## config.mk

```make
export PLATFORM = sky130hd
export DESIGN_NAME = mdr_operation_engine
export DESIGN_NICKNAME = d
export VERILOG_FILES = /design/src/rtl/mdr_pkg.sv /design/src/rtl/mdr_operand_regs.sv /design/src/rtl/mdr_operation_engine.sv
export SDC_FILE = /design/constraint.sdc
export NUM_CORES = 1
export LEC_CHECK = 0
export BUFFER_PORTS_ARGS = -buffer_cell sky130_fd_sc_hd__buf_2
export CAP_MARGIN = 20
export CELL_PAD_IN_SITES_DETAIL_PLACEMENT = 1
export CELL_PAD_IN_SITES_GLOBAL_PLACEMENT = 2
export CORE_MARGIN = 5
export CORE_UTILIZATION = 35
export DETAILED_ROUTE_END_ITERATION = 16
export MAX_ROUTING_LAYER = met4
export PLACE_DENSITY = 0.88
export SLEW_MARGIN = 20
export SYNTH_ARGS = -nofsm -noshare
export SYNTH_HDL_FRONTEND = slang
export SYNTH_SLANG_ARGS = --single-unit
```

## constraint.sdc

```tcl
create_clock -name clk -period 3.62 [get_ports clk]
set_input_delay 0.543 -clock clk [delete_from_list [all_inputs] [get_ports clk]]
set_output_delay 0.543 -clock clk [all_outputs]
set_load 0.03 [all_outputs]
```

## src/rtl/mdr_pkg.sv

```systemverilog
// Shared definitions for the MDR unit: opcode encodings used by both the
// control unit and the operation engine, plus the engine state encoding.
package mdr_pkg;

  localparam logic [1:0] MDR_OPC_MUL  = 2'd0;
  localparam logic [1:0] MDR_OPC_DIV  = 2'd1;
  localparam logic [1:0] MDR_OPC_SQRT = 2'd2;
  localparam logic [1:0] MDR_OPC_RSVD = 2'd3;

  typedef enum logic [1:0] {
    OP_MUL  = MDR_OPC_MUL,
    OP_DIV  = MDR_OPC_DIV,
    OP_SQRT = MDR_OPC_SQRT,
    OP_RSVD = MDR_OPC_RSVD
  } mdr_op_e;

  typedef enum logic [2:0] {
    ST_IDLE,
    ST_BUSY,
    ST_DONE,
    ST_FAIL,
    ST_HOLD
  } mdr_eng_state_e;

endpackage

```

## src/rtl/mdr_operand_regs.sv

```systemverilog
// X / Y / opcode capture registers. Loads are accepted only while the engine
// is idle so operands cannot change under a running algorithm.
module mdr_operand_regs
  import mdr_pkg::*;
#(
  parameter int DW = 16
) (
  input  logic          clk,
  input  logic          rst,
  input  logic          enable_sync_rst,
  input  logic          capture_en,
  input  logic          load_x,
  input  logic          load_y,
  input  logic          load_op,
  input  logic [DW-1:0] data_in,
  output logic [DW-1:0] x,
  output logic [DW-1:0] y,
  output mdr_op_e       op
);

  always_ff @(posedge clk or negedge rst) begin
    if (!rst) begin
      x  <= '0;
      y  <= '0;
      op <= OP_MUL;
    end else if (enable_sync_rst) begin
      x  <= '0;
      y  <= '0;
      op <= OP_MUL;
    end else if (capture_en) begin
      if (load_x)  x  <= data_in;
      if (load_y)  y  <= data_in;
      if (load_op) op <= mdr_op_e'(data_in[1:0]);
    end
  end

endmodule

```

## src/rtl/mdr_operation_engine.sv

```systemverilog
// Iterative unsigned MUL / DIV / SQRT engine answering the MDR control unit.
// state | meaning
// IDLE  | accept loads, wait for run request
// BUSY  | one algorithm iteration per edge, down-counter tracks remaining steps
// DONE  | ready pulse, results valid
// FAIL  | error pulse, results cleared
// HOLD  | wait for run request to drop
module mdr_operation_engine
  import mdr_pkg::*;
#(
  parameter int DW = 16
) (
  input  logic          clk,
  input  logic          rst,
  input  logic          enable_sync_rst,
  input  logic          load_x,
  input  logic          load_Y,
  input  logic          load_op,
  input  logic [DW-1:0] data_in,
  input  logic          enable_operacion,
  output logic [DW-1:0] result,
  output logic [DW-1:0] remainder,
  output logic          ready,
  output logic          error
);

  localparam int CW = $clog2(DW + 1);

  logic [DW-1:0]  x, y;
  mdr_op_e        op;
  mdr_eng_state_e state, state_nxt;
  logic [CW-1:0]  cnt, cnt_nxt;
  logic [DW-1:0]  hi, hi_nxt, lo, lo_nxt, root, root_nxt;
  logic [DW-1:0]  result_nxt, remainder_nxt;

  logic [DW:0]    mul_sum;
  logic [DW:0]    div_shift;
  logic           div_ge;
  logic [DW+1:0]  sq_shift, sq_trial;
  logic           sq_ge;

  mdr_operand_regs #(.DW(DW)) u_operand_regs (
    .clk             (clk),
    .rst             (rst),
    .enable_sync_rst (enable_sync_rst),
    .capture_en      (state == ST_IDLE),
    .load_x          (load_x),
    .load_y          (load_Y),
    .load_op         (load_op),
    .data_in         (data_in),
    .x               (x),
    .y               (y),
    .op              (op)
  );

  // hi: MUL upper accumulator / DIV and SQRT partial remainder
  // lo: MUL multiplier -> low product / DIV dividend -> quotient / SQRT radicand
  always_comb begin
    mul_sum   = {1'b0, hi} + {1'b0, (lo[0] ? x : {DW{1'b0}})};
    div_shift = {hi, lo[DW-1]};
    div_ge    = (div_shift >= {1'b0, y});
    sq_shift  = {hi, lo[DW-1:DW-2]};
    sq_trial  = {root, 2'b01};
    sq_ge     = (sq_shift >= sq_trial);
  end

  always_comb begin
    state_nxt     = state;
    cnt_nxt       = cnt;
    hi_nxt        = hi;
    lo_nxt        = lo;
    root_nxt      = root;
    result_nxt    = result;
    remainder_nxt = remainder;
    case (state)
      ST_IDLE: begin
        if (enable_operacion) begin
          if (op == OP_RSVD || (op == OP_DIV && y == '0)) begin
            state_nxt     = ST_FAIL;
            result_nxt    = '0;
            remainder_nxt = '0;
          end else begin
            state_nxt = ST_BUSY;
            cnt_nxt   = (op == OP_SQRT) ? CW'(DW / 2) : CW'(DW);
            hi_nxt    = '0;
            root_nxt  = '0;
            lo_nxt    = (op == OP_MUL) ? y : x;
          end
        end
      end
      ST_BUSY: begin
        if (!enable_operacion) begin
          state_nxt = ST_IDLE;
        end else begin
          case (op)
            OP_MUL: begin
              hi_nxt = mul_sum[DW:1];
              lo_nxt = {mul_sum[0], lo[DW-1:1]};
            end
            OP_DIV: begin
              hi_nxt = div_ge ? DW'(div_shift - {1'b0, y}) : div_shift[DW-1:0];
              lo_nxt = {lo[DW-2:0], div_ge};
            end
            OP_SQRT: begin
              hi_nxt   = sq_ge ? DW'(sq_shift - sq_trial) : DW'(sq_shift);
              lo_nxt   = {lo[DW-3:0], 2'b00};
              root_nxt = {root[DW-2:0], sq_ge};
            end
            default: ;
          endcase
          cnt_nxt = cnt - CW'(1);
          if (cnt == CW'(1)) begin
            if (op == OP_MUL && hi_nxt != '0) begin
              state_nxt     = ST_FAIL;
              result_nxt    = '0;
              remainder_nxt = '0;
            end else begin
              state_nxt     = ST_DONE;
              result_nxt    = (op == OP_SQRT) ? root_nxt : lo_nxt;
              remainder_nxt = (op == OP_MUL) ? '0 : hi_nxt;
            end
          end
        end
      end
      ST_DONE, ST_FAIL: state_nxt = ST_HOLD;
      ST_HOLD: if (!enable_operacion) state_nxt = ST_IDLE;
      default: state_nxt = ST_IDLE;
    endcase
  end

  always_ff @(posedge clk or negedge rst) begin
    if (!rst) begin
      state     <= ST_IDLE;
      cnt       <= '0;
      hi        <= '0;
      lo        <= '0;
      root      <= '0;
      result    <= '0;
      remainder <= '0;
    end else if (enable_sync_rst) begin
      state     <= ST_IDLE;
      cnt       <= '0;
      hi        <= '0;
      lo        <= '0;
      root      <= '0;
      result    <= '0;
      remainder <= '0;
    end else begin
      state     <= state_nxt;
      cnt       <= cnt_nxt;
      hi        <= hi_nxt;
      lo        <= lo_nxt;
      root      <= root_nxt;
      result    <= result_nxt;
      remainder <= remainder_nxt;
    end
  end

  assign ready = (state == ST_DONE);
  assign error = (state == ST_FAIL);

endmodule

```

==> results.ini <==
[floorplanning]
die_h_um=174
boundaryPins=57
core_area_sq_um=26200
die_w_um=174
initial_core_util=0.357
placementRows=59
die_area_sq_um=30100

[yosys]
syn_area_sq_um=9360
synth_largest_area_cell=dfrtp_1
synth_edf_count=0
ys_seq_area_frac=0.326
synth_top_flop_cell=dfrtp_1
yosys.area.top_type_share=0.326
synth_top_cells_by_area=dfrtp_1, nand2_1, ha_1
synth_seq_cells=122
yosys_warnings=0
synthCells=1113
yosys.cell_types.count=81
synth.avg_cell_area_sq_um=8.41
async_flop_share=1.00
syn-num-nets=1190

[worst_setup_path]
critPathKind=flip-flop to flip-flop
path_buf_inv=4
cp_max_fo=4
worstSetupStartpointType=flip-flop
crit_required_ps=3950
crit_top_cell=buf_4
crit_chain=ha_4 -> buf_4 -> nor2_2 -> a211oi_2 -> buf_4 -> buf_4 -> nor3_1 -> o21a_1 -> xnor2_1 -> o311ai_0 -> o21ai_1 -> nor4_4 -> nand4_4 -> buf_6 -> a31o_2
critical-path-top-delay-family=compound AO/OA/AOI/OAI gates
crit_path_end_kind=flip-flop
max_stage_delay_ps=700
crit_arrival_ps=4140
cp_slowest_cell=o311ai_0

[pwr]
switchingPower_w=0.00357
p_sw_frac=0.447
powerDensity_nw_per_um2=627
ir_worst_vdd_mv=0.245
power.share.combinational=0.580
power.leakage_nw=5.73
p_int_w=0.00442
clkPwrFrac=0.213
p_seq_frac=0.207

[clock_tree]
clk_pin_slew_ps=70
postCtsHoldBufs=0
cts_tree=built
clk_latency_ps=440
tritoncts.num_buffers=17
root_buffer=clkbuf_16
cts.sinks=122
clockBufferDepth=2
cts_max_level=4

[worst_hold_path]
hold_class=primary input to async pin

[route]
vias=10274
drcViolationCount=0
drt-pass1-iter-count=5
drt-initial-drc-count=976
viasPerCell=6.06
totalWireLength_um=41900
post_drt_wl_per_cell_um=24.7
drtAntennaViolNets=0

[global_routing]
grt_pass1_vias=10420
grt_max_degree=76
antenna_found_initial=2
grt.overflow.total=0
grt.total_usage=0.276
grt_pass1_wl_um=63200

[sta]
clock.fmax_mhz=263
report.final.slew_viol_count=0
layout_min_cycle_time_ps=3810
worst_slack_ps=-188
worst_pin_slew_ps=1100
finalCritPeriodShare=1.05
skew_ps=14.9
setup_tns_ps=-2610
slew_headroom=0.265
hold_viol_final=0
final-setup-viol-count=17
rsz0062_at_grt=true

[run_status]
outcome=finished, violations left
violations=setup timing

[placement]
dp_hpwl_um=30500
io_buffers=56
postPlaceCellArea_sq_um=11200
gp_congestion=1.03
place_ws_ps=-284

[layout]
final_cell_area_sq_um=12800
fin_nets=1423
area_delta_synth_final_pct=36.3
layout-drive-gt1-share=0.337
post-route-util=0.487
final_common_cell=buf_4
layout_common_cells=buf_4, nand2_1, dfrtp_1, a21oi_1, nor2_1
fillers=3111

[run]
cap_violations=0

stage by stage:
step	hold slack, ps	total power (W)	std cells
floorplan	247	0.00384	1113
global placement	459	0.00534	1627
detailed placement	467	0.00545	1627
CTS	143	0.00760	1672
global route	167	0.00834	1696
finish	130	0.00799	1696
synthesized netlist by cell type (6+ instances only):
master	count
nor4_1	10
dfrtp_1	122
nor2b_1	6
and3_1	6
o221ai_2	10
ha_1	52
a22o_1	33
mux4_2	15
a211oi_1	10
mux2i_1	24
clkbuf_1	48
inv_1	55
nand2_1	188
o21a_1	10
xor2_1	13
nor3_1	20
nand4_1	6
or3_1	21
a311oi_1	16
and2_1	22
nor2_1	89
nand2b_1	9
o21ai_0	55
xnor2_1	16
a31oi_1	7
a21o_1	11
a21oi_1	102
nand3_1	20
o211ai_1	9
o221ai_1	8
power groups by stage:
stage | combinational (W) | clock (W) | sequential (W)
6_report | 0.00464 | 0.00170 | 0.00165
2_1_floorplan | 0.00222 | 0 | 0.00163
4_1_cts | 0.00424 | 0.00172 | 0.00164
3_5_place_dp | 0.00379 | 0 | 0.00166
5_1_grt | 0.00488 | 0.00180 | 0.00166
3_3_place_gp | 0.00370 | 0 | 0.00165
cell families (layout without fill, tap and decap cells):
| logic type | after synthesis | after routing | synth area share |
|---|---|---|---|
| XOR/XNOR | 29 | 29 | 0.0271 |
| buffers and inverters | 115 | 361 | 0.0485 |
| AND/OR/NAND/NOR | 419 | 419 | 0.207 |
| adder cells (fa/ha/maj) | 54 | 54 | 0.0738 |
| flip-flops | 122 | 122 | 0.326 |
| other | 0 | 2 | 0 |
| multiplexers | 41 | 41 | 0.0642 |
| AO/OA/AOI/OAI | 333 | 333 | 0.253 |
path summary, 6_finish.rpt:
path	end	from	depth (start not counted)	slack, ps
setup / recovery	state[0]	hi[1]	15	-190
hold / removal	remainder[15]	rst	1	130
setup reg to reg	state[0]	hi[1]	15	-190
hold reg to reg	remainder[7]	remainder[7]	2	480
max in group asynchronous	u_operand_regs.y[11]	rst	2	2580
min in group clk	u_operand_regs.x[6]	data_in[6]	3	350
worst register-to-register path: stages, from the launching register on:
cell and delay, ps:
dfrtp_2 480, ha_4 300, buf_4 150, nor2_2 50, a211oi_2 270, buf_4 160, buf_4 120, nor3_1 50
o21a_1 170, xnor2_1 160, o311ai_0 700, o21ai_1 240, nor4_4 260, nand4_4 230, buf_6 180, a31o_2 190
repair_timing:
item | CTS | global route
endpoints found under the setup margin | 17 | 18
buffers inserted | 13 | 21
cloned | 1 | 1
resized for setup | 75 | 66
pin swaps | 25 | 34
per-layer routing:
| layer | global-route usage | vias to the layer above | wire, um | part of all wire |
|---|---|---|---|---|
| li1 | - | 4540 | - | - |
| met1 | 0.356 | 5199 | 17800 | 0.43 |
| met2 | 0.436 | 432 | 19700 | 0.47 |
| met3 | 0.0443 | 103 | 2590 | 0.062 |
| met4 | 0.105 | 0 | 1760 | 0.042 |
| met5 | - | - | 0 | 0 |
flip-flops by register name, indices dropped and copies added, names as in the netlist:
| signal | count |
|---|---|
| hi | 16 |
| root | 16 |
| u_operand_regs.op | 2 |
| state | 3 |
| cnt | 5 |
| remainder | 16 |
| u_operand_regs.x | 16 |
| u_operand_regs.y | 16 |
| result | 16 |
| lo | 16 |
area by class of cell:
cell class | count | area (sq um) | share of cell area
multi-input combinational | 876 | 6500 | 0.510
sequential | 122 | 3070 | 0.241
timing repair buffer | 273 | 1980 | 0.155
clock buffer | 17 | 425 | 0.0334
tap | 335 | 419 | 0.0329
inverter | 56 | 213 | 0.0167
clock inverter | 15 | 145 | 0.0114
antenna | 2 | 5.00 | 0.000392
Note: power is estimated with default switching activity, not from simulation.
